File: src/rtl/io_responder.sv
// io_responder: peripheral side of the CPU's out/in IO port bus.
// Decodes ioAdrs[3:0]. Reads are served combinationally. Writes take effect
// on the rising edge of ioWe.
// Port map:
//   0x0 STATUS  read : {count[7:0], 4'b0, overflow, busy, full, empty}
//               write: ioOut[3]=1 clears the sticky overflow flag
//   0x1 TXDATA  write: pushes ioOut[7:0] into the TX FIFO. Read returns 0.
//   0x3 GPOUT   read/write GPIO output latch
//   0x4 GPIN    read of the 2-flop synchronized gpIn
//   0x5 TIMER   read counter. Write loads counter and clears prescaler.
//   other       read 0, writes ignored
// Ports:
//   clk, rst_n  clock, asynchronous active-low reset
//   ioAdrs      port address
//   ioOut       write data
//   ioWe        write strobe
//   ioIn        read data
//   txd         8N1 serial output, idle high
//   gpOut       GPIO output latch
//   gpIn        asynchronous GPIO inputs
module io_responder #(
  parameter int unsigned FIFO_DEPTH = 8,
  parameter int unsigned BAUD_DIV   = 16,
  parameter int unsigned TIMER_DIV  = 1
) (
  input  logic        clk,
  input  logic        rst_n,
  input  logic [7:0]  ioAdrs,
  input  logic [15:0] ioOut,
  input  logic        ioWe,
  output logic [15:0] ioIn,
  output logic        txd,
  output logic [15:0] gpOut,
  input  logic [15:0] gpIn
);

  localparam int unsigned AW = $clog2(FIFO_DEPTH);
  localparam int unsigned CW = AW + 1;
  localparam int unsigned BW = $clog2(BAUD_DIV);
  localparam int unsigned PW = (TIMER_DIV > 1) ? $clog2(TIMER_DIV) : 1;

  typedef enum logic [1:0] {
    S_IDLE,
    S_START,
    S_DATA,
    S_STOP
  } tx_state_t;

  // Write strobe edge detect
  logic we_prev;
  logic wr_pulse;
  logic [3:0] addr;

  assign addr     = ioAdrs[3:0];
  assign wr_pulse = ioWe & ~we_prev;

  // Upper address bits are not decoded
  logic unused_adrs_hi;
  assign unused_adrs_hi = ^ioAdrs[7:4];

  always_ff @(posedge clk or negedge rst_n) begin
    if (!rst_n) we_prev <= 1'b0;
    else        we_prev <= ioWe;
  end

  // GPIO
  logic [15:0] gp_sync1;
  logic [15:0] gp_sync2;

  always_ff @(posedge clk or negedge rst_n) begin
    if (!rst_n) begin
      gp_sync1 <= '0;
      gp_sync2 <= '0;
      gpOut    <= '0;
    end else begin
      gp_sync1 <= gpIn;
      gp_sync2 <= gp_sync1;
      if (wr_pulse && addr == 4'h3) gpOut <= ioOut;
    end
  end

  // Timer
  logic [15:0]   timer;
  logic [PW-1:0] presc;
  logic          presc_wrap;

  assign presc_wrap = (presc == PW'(TIMER_DIV - 1));

  always_ff @(posedge clk or negedge rst_n) begin
    if (!rst_n) begin
      timer <= '0;
      presc <= '0;
    end else if (wr_pulse && addr == 4'h5) begin
      // A load overrides any increment due in the same cycle
      timer <= ioOut;
      presc <= '0;
    end else if (presc_wrap) begin
      timer <= timer + 16'd1;
      presc <= '0;
    end else begin
      presc <= presc + PW'(1);
    end
  end

  // TX FIFO
  logic [7:0]    mem [FIFO_DEPTH];
  logic [AW-1:0] wr_ptr;
  logic [AW-1:0] rd_ptr;
  logic [CW-1:0] count;
  logic [CW-1:0] count_next;
  logic          empty;
  logic          full;
  logic          push_req;
  logic          push;
  logic          pop;
  logic          overflow;
  logic [7:0]    head;

  assign empty    = (count == '0);
  assign full     = (count == CW'(FIFO_DEPTH));
  assign push_req = wr_pulse && (addr == 4'h1);
  // A push into a full FIFO is dropped even when a pop frees a slot this cycle
  assign push     = push_req && !full;
  assign head     = mem[rd_ptr];

  always_comb begin
    count_next = count;
    if (push && !pop)      count_next = count + CW'(1);
    else if (!push && pop) count_next = count - CW'(1);
  end

  always_ff @(posedge clk) begin
    if (push) mem[wr_ptr] <= ioOut[7:0];
  end

  always_ff @(posedge clk or negedge rst_n) begin
    if (!rst_n) begin
      wr_ptr   <= '0;
      rd_ptr   <= '0;
      count    <= '0;
      overflow <= 1'b0;
    end else begin
      count <= count_next;
      if (push) wr_ptr <= wr_ptr + AW'(1);
      if (pop)  rd_ptr <= rd_ptr + AW'(1);
      if (push_req && full)
        overflow <= 1'b1;
      else if (wr_pulse && addr == 4'h0 && ioOut[3])
        overflow <= 1'b0;
    end
  end

  // Serializer
  tx_state_t     state;
  tx_state_t     state_next;
  logic [BW-1:0] baud;
  logic [BW-1:0] baud_next;
  logic [2:0]    bit_cnt;
  logic [2:0]    bit_next;
  logic [7:0]    shift;
  logic [7:0]    shift_next;
  logic          baud_last;
  logic          busy;

  assign baud_last = (baud == BW'(BAUD_DIV - 1));
  assign busy      = (state != S_IDLE);

  always_ff @(posedge clk or negedge rst_n) begin
    if (!rst_n) begin
      state   <= S_IDLE;
      baud    <= '0;
      bit_cnt <= '0;
      shift   <= '0;
    end else begin
      state   <= state_next;
      baud    <= baud_next;
      bit_cnt <= bit_next;
      shift   <= shift_next;
    end
  end

  always_comb begin
    state_next = state;
    baud_next  = baud;
    bit_next   = bit_cnt;
    shift_next = shift;
    pop        = 1'b0;
    txd        = 1'b1;
    case (state)
      S_IDLE: begin
        txd = 1'b1;
        if (!empty) begin
          pop        = 1'b1;
          shift_next = head;
          baud_next  = '0;
          state_next = S_START;
        end
      end
      S_START: begin
        txd = 1'b0;
        if (baud_last) begin
          baud_next  = '0;
          bit_next   = '0;
          state_next = S_DATA;
        end else begin
          baud_next = baud + BW'(1);
        end
      end
      S_DATA: begin
        txd = shift[0];
        if (baud_last) begin
          baud_next  = '0;
          shift_next = {1'b0, shift[7:1]};
          bit_next   = bit_cnt + 3'd1;
          if (bit_cnt == 3'd7) state_next = S_STOP;
        end else begin
          baud_next = baud + BW'(1);
        end
      end
      S_STOP: begin
        txd = 1'b1;
        if (baud_last) begin
          baud_next = '0;
          // Pending data goes straight into the next start bit
          if (!empty) begin
            pop        = 1'b1;
            shift_next = head;
            state_next = S_START;
          end else begin
            state_next = S_IDLE;
          end
        end else begin
          baud_next = baud + BW'(1);
        end
      end
      default: state_next = S_IDLE;
    endcase
  end

  // Read mux
  logic [7:0]  count8;
  logic [15:0] status;

  assign count8 = 8'(count);
  assign status = {count8, 4'b0000, overflow, busy, full, empty};

  always_comb begin
    ioIn = '0;
    case (addr)
      4'h0:    ioIn = status;
      4'h3:    ioIn = gpOut;
      4'h4:    ioIn = gp_sync2;
      4'h5:    ioIn = timer;
      default: ioIn = '0;
    endcase
  end

endmodule

File: config.mk
export PLATFORM = sky130hd
export DESIGN_NAME = io_responder
export DESIGN_NICKNAME = d
export VERILOG_FILES = /design/src/rtl/io_responder.sv
export SDC_FILE = /design/constraint.sdc
export NUM_CORES = 1
export LEC_CHECK = 0
export ABC_AREA = 1
export CORE_MARGIN = 2
export CORE_UTILIZATION = 45
export DETAILED_ROUTE_END_ITERATION = 7
export DONT_BUFFER_PORTS = 1
export GPL_TIMING_DRIVEN = 0
export PLACE_DENSITY = 0.59
export SLEW_MARGIN = 15
export SYNTH_ARGS = -nofsm -noshare
export SYNTH_HDL_FRONTEND = slang
export SYNTH_SLANG_ARGS = --single-unit
File: constraint.sdc
create_clock -name clk -period 2.8 [get_ports clk]
set_clock_uncertainty 0.15 [all_clocks]
set_input_delay 0 -clock clk [delete_from_list [all_inputs] [get_ports clk]]
set_output_delay 0 -clock clk [all_outputs]
set_load 0.01 [all_outputs]
==> tab_implementation.tex, run 1 <==
\begin{tabular}{lr}
\hline
Metric & Value \\
\hline
\multicolumn{2}{l}{\textbf{Outcome}} \\
Run status & finished clean \\
\multicolumn{2}{l}{\textbf{Floorplanning}} \\
Ports & 76 \\
Vertical die dimension & 128 microns \\
Effective utilization at floorplan & 45.8\% \\
Area of the placeable core & 15100 sq um \\
Die width & 128 microns \\
Area of the die & 16300 sq um \\
Number of cell rows & 45 \\
\multicolumn{2}{l}{\textbf{Clocking}} \\
Clock-pin slew on the worst setup and hold paths & 60 ps \\
Later-pin clock latency in the skew report & 420 ps \\
Root buffer selected by CTS & clkbuf\_16 \\
Number of H-tree branching levels & 4 \\
Max Root-Sink Buffers & 2 \\
Clock buffers created by TritonCTS & 17 \\
CTS tree & done \\
Number of sinks handled by clock tree synthesis & 157 \\
\multicolumn{2}{l}{\textbf{Synthesis}} \\
Post-synthesis sequential element count & 157 \\
Post-synthesis instance area & 6900 sq um \\
Number of distinct library cells after synthesis & 34 \\
Most frequently used cell type in the post-synthesis netlist & nand2\_1 \\
Syn Nets & 767 \\
Top post-synthesis cells by area & dfrtp\_1 (34\%), edfxtp\_1 (28\%), nand2\_1 (13\%), nand3\_1 (6.5\%), inv\_1 (2.4\%) \\
Number of instances in the synthesized netlist & 710 \\
Commonest cells in the synthesized netlist & nand2\_1 (244), dfrtp\_1 (93), nand3\_1 (90) \\
Syn\_area\_per\_cell & 9.72 sq um \\
Number of flops mapped to enable cells by yosys & 64 \\
Sequential share of the synthesized area & 61.5\% \\
Area fraction of the dominant cell type after synthesis & 33.7\% \\
FFs w/ async S/R, synth & 59.2\% \\
Synth Flop Type & dfrtp\_1 \\
Most area-hungry cell type in the Yosys netlist & dfrtp\_1 \\
Number of warnings issued by yosys & 0 \\
\multicolumn{2}{l}{\textbf{Place}} \\
IO Port Bufs & 0 \\
Dpl ws & 168 ps \\
Dpl hpwl & 11200 microns \\
Routability-driven placement congestion ratio & 0.868 \\
Number of placed instances with taps included & 900 \\
\multicolumn{2}{l}{\textbf{Worst setup path}} \\
Kind of critical path & in2reg \\
Most Frequent Cell on Critical Path & dlygate4sd3\_1 \\
Worst Setup End Kind & register \\
Launch point of the worst reg-to-reg path & baud[0] \\
Data required time at the worst endpoint & 2700 ps \\
Data arrival, critical path & 2410 ps \\
Register-to-Register Setup Slack & 290 ps \\
Maximum fanout encountered on the critical timing path & 8 \\
Worst r2r dst & count[3] \\
Slowest stage delay, CP & 650 ps \\
Startpoint type of the worst setup path & primary input \\
List of cells traversed by the critical path & dlygate4sd3\_1 > nor2\_2 > dlygate4sd3\_1 > nand3\_2 > nor2\_4 > nand2\_1 > nor3\_2 \\
Slowest stage cell, crit path & nor3\_2 \\
Register-to-Register Path Depth & 15 \\
\multicolumn{2}{l}{\textbf{STA}} \\
Hold slack final & 22.3 ps \\
Period utilisation layout & 89.8\% \\
Final setup vio count & 0 \\
Achievable Freq & 398 MHz \\
Worst Tran Pin Value & 802 ps \\
Final critical delay including setup and external delays & 2510 ps \\
Final total negative setup slack & 0 ps \\
Setup slack of the critical path after layout & 286 ps \\
Final count of hold timing violations & 0 \\
Max-slew headroom at the worst pin & 46.2\% \\
Final max-slew violation count & 0 \\
Unrepaired setup endpoints after global routing & no \\
\multicolumn{2}{l}{\textbf{Routing}} \\
Via count & 5127 \\
DRC & 0 \\
Final antenna-violating net count & 0 \\
Final wirelength & 16400 microns \\
DR iter-0 viols & 342 \\
Avg WL per Cell & 16.5 microns \\
Iteration count of the initial detailed-routing pass & 4 \\
Mean number of vias per cell & 5.16 \\
\multicolumn{2}{l}{\textbf{Cells and area}} \\
FILL cells & 1336 \\
Post-layout net count & 849 \\
Layout Cells excl Fill & 993 \\
Antenna diode instance count & 0 \\
Layout-stage area growth over the synthesis result & 21.9\% \\
Share of post-route cells with drive strength above 1 & 11.2\% \\
\multicolumn{2}{l}{\textbf{Power and ir drop}} \\
VDD IR-drop max & 441 uV \\
Reported leakage power & 3.65 nW \\
Power per standard cell area & 901 nW/um\^{}2 \\
\multicolumn{2}{l}{\textbf{Min path}} \\
Cells on Worst Hold Path & 1 \\
Worst Hold Launch & ioWe \\
Hold Path End & we\_prev \\
Hold Path Class & in2reg \\
\multicolumn{2}{l}{\textbf{Global routing}} \\
Global-route wire length before repair & 26800 microns \\
Remaining global-route overflow & 0 \\
Total routing usage reported by global routing & 21.6\% \\
Vias in the first global route & 5240 \\
Number of antenna violations at the first check in global routing & 0 \\
Maximum number of pins on one net before global-route repair & 94 \\
\multicolumn{2}{l}{\textbf{Run}} \\
Max-cap violation count & 0 \\
\hline
\end{tabular}
-- cells by family (layout without fill, tap and decap cells) --
family	after synthesis	count (layout)	share of synthesized area, %
AND/OR/NAND/NOR	398	398	24.8
flip-flops	157	157	61.5
buffers and inverters	76	171	4.69
AO/OA/AOI/OAI	52	52	4.68
adder cells (fa/ha/maj)	14	14	2.65
XOR/XNOR	12	12	1.52
multiplexers	1	1	0.145
-- state kept, by name (all words and copies together), names as in the netlist, 3 cells and up --
register / count
shift: 8
wr_ptr: 3
gp_sync2: 16
bit_cnt: 3
baud: 4
timer: 16
mem: 64
rd_ptr: 3
gp_sync1: 16
count: 4
gpOut: 16
-- cell usage in the layout, fill, tap and decap left out, drive strengths merged --
cell type / n
nand2: 247
dfrtp: 93
nand3: 93
edfxtp: 64
inv: 62
dlygate4sd3: 60
nor2: 41
o21ai: 30
clkbuf: 22
buf: 22
ha: 13
o2111ai: 8
nor3: 8
o211ai: 7
nand4: 7
xor2: 7
a21oi: 5
xnor2: 5
clkinv: 4
or2: 2
mux2i: 1
o31ai: 1
o22ai: 1
fa: 1
clkinvlp: 1
-- what timing repair did --
item | 4_1_cts | 5_1_grt
endpoints found under the hold margin | 210 | 0
setup buffers | 0 | 0
endpoints found under the setup margin | 0 | 25
resized for setup | 0 | 7
hold buffers | 61 | 0
-- cell type report --
type / count / area, sq um / area share, %
clock buffer: 19 / 475 / 5.65
multi-input combinational: 477 / 2390 / 28.4
clock inverter: 13 / 98.8 / 1.17
buffer: 22 / 119 / 1.41
tap: 188 / 235 / 2.80
timing repair buffer: 63 / 643 / 7.64
inverter: 54 / 205 / 2.44
sequential: 157 / 4250 / 50.5
-- how the worst max path moves through the flow --
| stage | cells past startpoint | start | to |
|---|---|---|---|
| 2_1_floorplan | 15 | baud[0] | count[3] |
| 3_3_place_gp | 5 | we_prev | mem[4][4] |
| 3_5_place_dp | 5 | we_prev | mem[2][7] |
| 4_1_cts | 7 | ioAdrs[2] | mem[2][6] |
| 5_1_grt | 15 | baud[0] | count[3] |
| 6_report | 7 | ioAdrs[2] | mem[6][3] |
-- metal layers --
metal,routed length (microns),track usage [%]
met4,539,10.5
met2,8210,36.3
met1,6810,26.2
met5,0,0
met3,835,5.22
-- per-stage QoR --
stage               power (mW)  util (%)  area (sq um)
floorplan                 4.69         -          6900
global placement          5.20      47.3          7140
detailed placement        5.27      47.5          7170
CTS                       7.62      55.5          8380
global route              8.11      55.8          8410
finish                    7.58      55.8          8410
-- report_power, final --
part	switching, mW	internal, mW
Combinational	1.48	0.818
Sequential	0.341	2.73
Clock	0.963	1.26
-- worst max-delay path, delay by kind of cell --
family                 cells  cell delay, ps
AND/OR/NAND/NOR            5            1260
buffers and inverters      2            1150
(Power assumes the default switching activity.)
==> run 2, diff against run 1 <==
- REMOVE_ABC_BUFFERS: not set -> 1
==> tab_implementation.tex, run 2 (synthesis gave the netlist of run 1 again) <==
\begin{tabular}{lr}
\hline
Metric & Value \\
\hline
\multicolumn{2}{l}{\textbf{Worst setup path}} \\
Worst r2r dst & count[3] \\
Register-to-Register Setup Slack & 260 ps (-30 ps) \\
Register-to-Register Path Depth & 15 (unchanged) \\
Kind of critical path & reg2reg \\
Most Frequent Cell on Critical Path & nand2\_1 \\
Worst Setup End Kind & register \\
Cell type group with the largest total delay on the critical path & simple AND/OR/NAND/NOR gates \\
Maximum fanout encountered on the critical timing path & 5 (-3) \\
List of cells traversed by the critical path & ha\_1 > nand3\_4 > inv\_2 > nand3\_1 > nand2\_1 > nand2\_2 > ha\_1 > inv\_1 > ha\_1 > nand2\_1 > nand2\_1 > nor2\_1 > xnor2\_1 > nand2\_1 > nand2\_1 \\
Launch point of the worst reg-to-reg path & baud[0] \\
Startpoint type of the worst setup path & register \\
Data arrival, critical path & 2750 ps (+340 ps) \\
Data required time at the worst endpoint & 3010 ps (+310 ps) \\
Slowest stage delay, CP & 400 ps (-250 ps) \\
Number of buffers and inverters on the critical path & 2 (unchanged) \\
Slowest stage cell, crit path & dfrtp\_1 \\
\multicolumn{2}{l}{\textbf{STA}} \\
Final max-slew violation count & 0 (unchanged) \\
Period utilisation layout & 90.7\% (+0.95 points) \\
Final count of hold timing violations & 0 (unchanged) \\
Final critical delay including setup and external delays & 2540 ps (+26.7 ps) \\
Unrepaired setup endpoints after global routing & no \\
Hold slack final & 16.4 ps (-5.91 ps) \\
Achievable Freq & 394 MHz (-1.1\%) \\
Worst Tran Pin Value & 791 ps (-11.5 ps) \\
Max-slew headroom at the worst pin & 47.0\% (+0.77 points) \\
Final setup vio count & 0 (unchanged) \\
\multicolumn{2}{l}{\textbf{Run}} \\
Max-cap violation count & 0 (unchanged) \\
\multicolumn{2}{l}{\textbf{Cells and area}} \\
Number of flip-flops under the largest register name & 64 (unchanged) \\
Leading cell types in the layout, fill and taps excluded & nand2\_1 (243), dfrtp\_1 (92), nand3\_1 (89), edfxtp\_1 (64), dlygate4sd3\_1 (56) \\
Cell area after layout & 8270 sq um (-1.8\%) \\
Final Util & 54.8\% (-0.99 points) \\
Antenna diode instance count & 0 (unchanged) \\
Post-layout net count & 821 (-3.3\%) \\
Layout Cells excl Fill & 965 (-2.8\%) \\
Most frequent standard cell in the layout excluding fill and tap cells & nand2\_1 \\
Largest register by flop count & mem \\
Layout-stage area growth over the synthesis result & 19.7\% \\
Share of post-route cells with drive strength above 1 & 9.01\% (-2.2 points) \\
\multicolumn{2}{l}{\textbf{Routing}} \\
Detailed-routed wire length on met3 & 743 microns (-11\%) \\
Mean number of vias per cell & 5.15 (-0.33\%) \\
Iteration count of the initial detailed-routing pass & 5 (+1) \\
Met2 Routed Length & 7800 microns (-5.0\%) \\
DRC & 0 (unchanged) \\
Top metal layer carrying routed signals & met4 \\
Via count & 4966 (-3.1\%) \\
Final wirelength & 15500 microns (-5.2\%) \\
Final antenna-violating net count & 0 (unchanged) \\
DR iter-0 viols & 359 (+5.0\%) \\
Avg WL per Cell & 16.1 microns (-2.5\%) \\
Metal1 wirelength & 6780 microns (-0.54\%) \\
\multicolumn{2}{l}{\textbf{Global routing}} \\
Remaining global-route overflow & 0 (unchanged) \\
Vias in the first global route & 4966 (-5.2\%) \\
Total routing usage reported by global routing & 20.3\% (-1.2 points) \\
Maximum number of pins on one net before global-route repair & 94 (unchanged) \\
Global-route wire length before repair & 25500 microns (-4.9\%) \\
Number of antenna violations at the first check in global routing & 0 (unchanged) \\
\multicolumn{2}{l}{\textbf{Power and ir drop}} \\
VDD IR-drop max & 474 uV (+7.5\%) \\
Reported leakage power & 3.55 nW (-2.7\%) \\
Power per standard cell area & 907 nW/um\^{}2 (+0.65\%) \\
Total Power & 7.50 mW (-1.1\%) \\
\multicolumn{2}{l}{\textbf{Floorplanning}} \\
Effective utilization at floorplan & 45.8\% (unchanged) \\
Number of cell rows & 45 (unchanged) \\
Area of the placeable core & 15100 sq um (unchanged) \\
Ports & 76 (unchanged) \\
Die width & 128 microns (unchanged) \\
Area of the die & 16300 sq um (unchanged) \\
Vertical die dimension & 128 microns (unchanged) \\
\multicolumn{2}{l}{\textbf{Clocking}} \\
Number of H-tree branching levels & 4 (unchanged) \\
Later-pin clock latency in the skew report & 420 ps (about the same) \\
Root buffer selected by CTS & clkbuf\_16 \\
Setup repair bufs after CTS & 0 (unchanged) \\
Clock-pin slew on the worst setup and hold paths & 60 ps (about the same) \\
Number of sinks handled by clock tree synthesis & 157 (unchanged) \\
Clock buffers created by TritonCTS & 17 (unchanged) \\
Max Root-Sink Buffers & 2 (unchanged) \\
CTS tree & done \\
\multicolumn{2}{l}{\textbf{Outcome}} \\
Run status & finished clean \\
\multicolumn{2}{l}{\textbf{Place}} \\
Dpl hpwl & 10100 microns (-10\%) \\
Area after detailed placement & 7040 sq um (-1.9\%) \\
Routability-driven placement congestion ratio & 0.851 (-2.0\%) \\
IO Port Bufs & 0 (unchanged) \\
Number of placed instances with taps included & 876 (-2.7\%) \\
\multicolumn{2}{l}{\textbf{Min path}} \\
Hold Path Class & in2async \\
\hline
\end{tabular}
==> run 2: worst register-to-register path, stage by stage, from the launching register on <==
cell	delay (ps)
dfrtp_1	400
ha_1	240
nand3_4	130
inv_2	110
nand3_1	80
nand2_1	130
nand2_2	100
ha_1	220
inv_1	120
ha_1	280
nand2_1	80
nand2_1	50
nor2_1	140
xnor2_1	130
nand2_1	60
nand2_1	50
==> run 2: through the flow <==
stage / setup TNS, ps / setup WS, ps
finish: 0 / 259
detailed placement: -5700 / -227
CTS: -4730 / -252
floorplan: 0 / 522
global placement: -11010 / -316
global route: 0 / 13.8
==> run 2: worst max-delay path by stage <==
stage,from,to,slack (ps),cells after the start
finish,baud[0],count[3],260,15
global route,count[0],count[3],10,14
CTS,we_prev,mem[5][5],-250,5
detailed placement,we_prev,mem[5][6],-230,5
global placement,we_prev,mem[0][6],-320,5
floorplan,we_prev,mem[0][0],520,5
==> run 2: layer usage <==
layer,up-vias,global-route usage (%)
li1,2464,-
met1,2376,25.3
met2,111,34.4
met3,15,5.26
met4,0,7.43
met5,-,0
==> run 2: power by group <==
part	total (mW)	leakage (nW)	switching, mW	internal [mW]
registers	3.19	1.71	0.466	2.73
clock network	2.27	0.281	0.942	1.33
logic	2.03	1.56	1.30	0.736
==> run 2: final cells by class <==
type | count | area [sq um]
Inverter | 54 | 205
Multi-Input combinational cell | 477 | 2400
Tap cell | 188 | 235
Clock inverter | 11 | 108
Fill cell | 1348 | 6820
Clock buffer | 21 | 482
Timing Repair Buffer | 57 | 588
Sequential cell | 157 | 4250
==> run 2: repair_timing <==
| item | in CTS | in global routing |
|---|---|---|
| resized for setup | 1 | 7 |
| hold buffers | 57 | 0 |
| pin swaps | 0 | 0 |
| endpoints found under the hold margin | 210 | 0 |
| setup endpoints to repair | 32 | 69 |
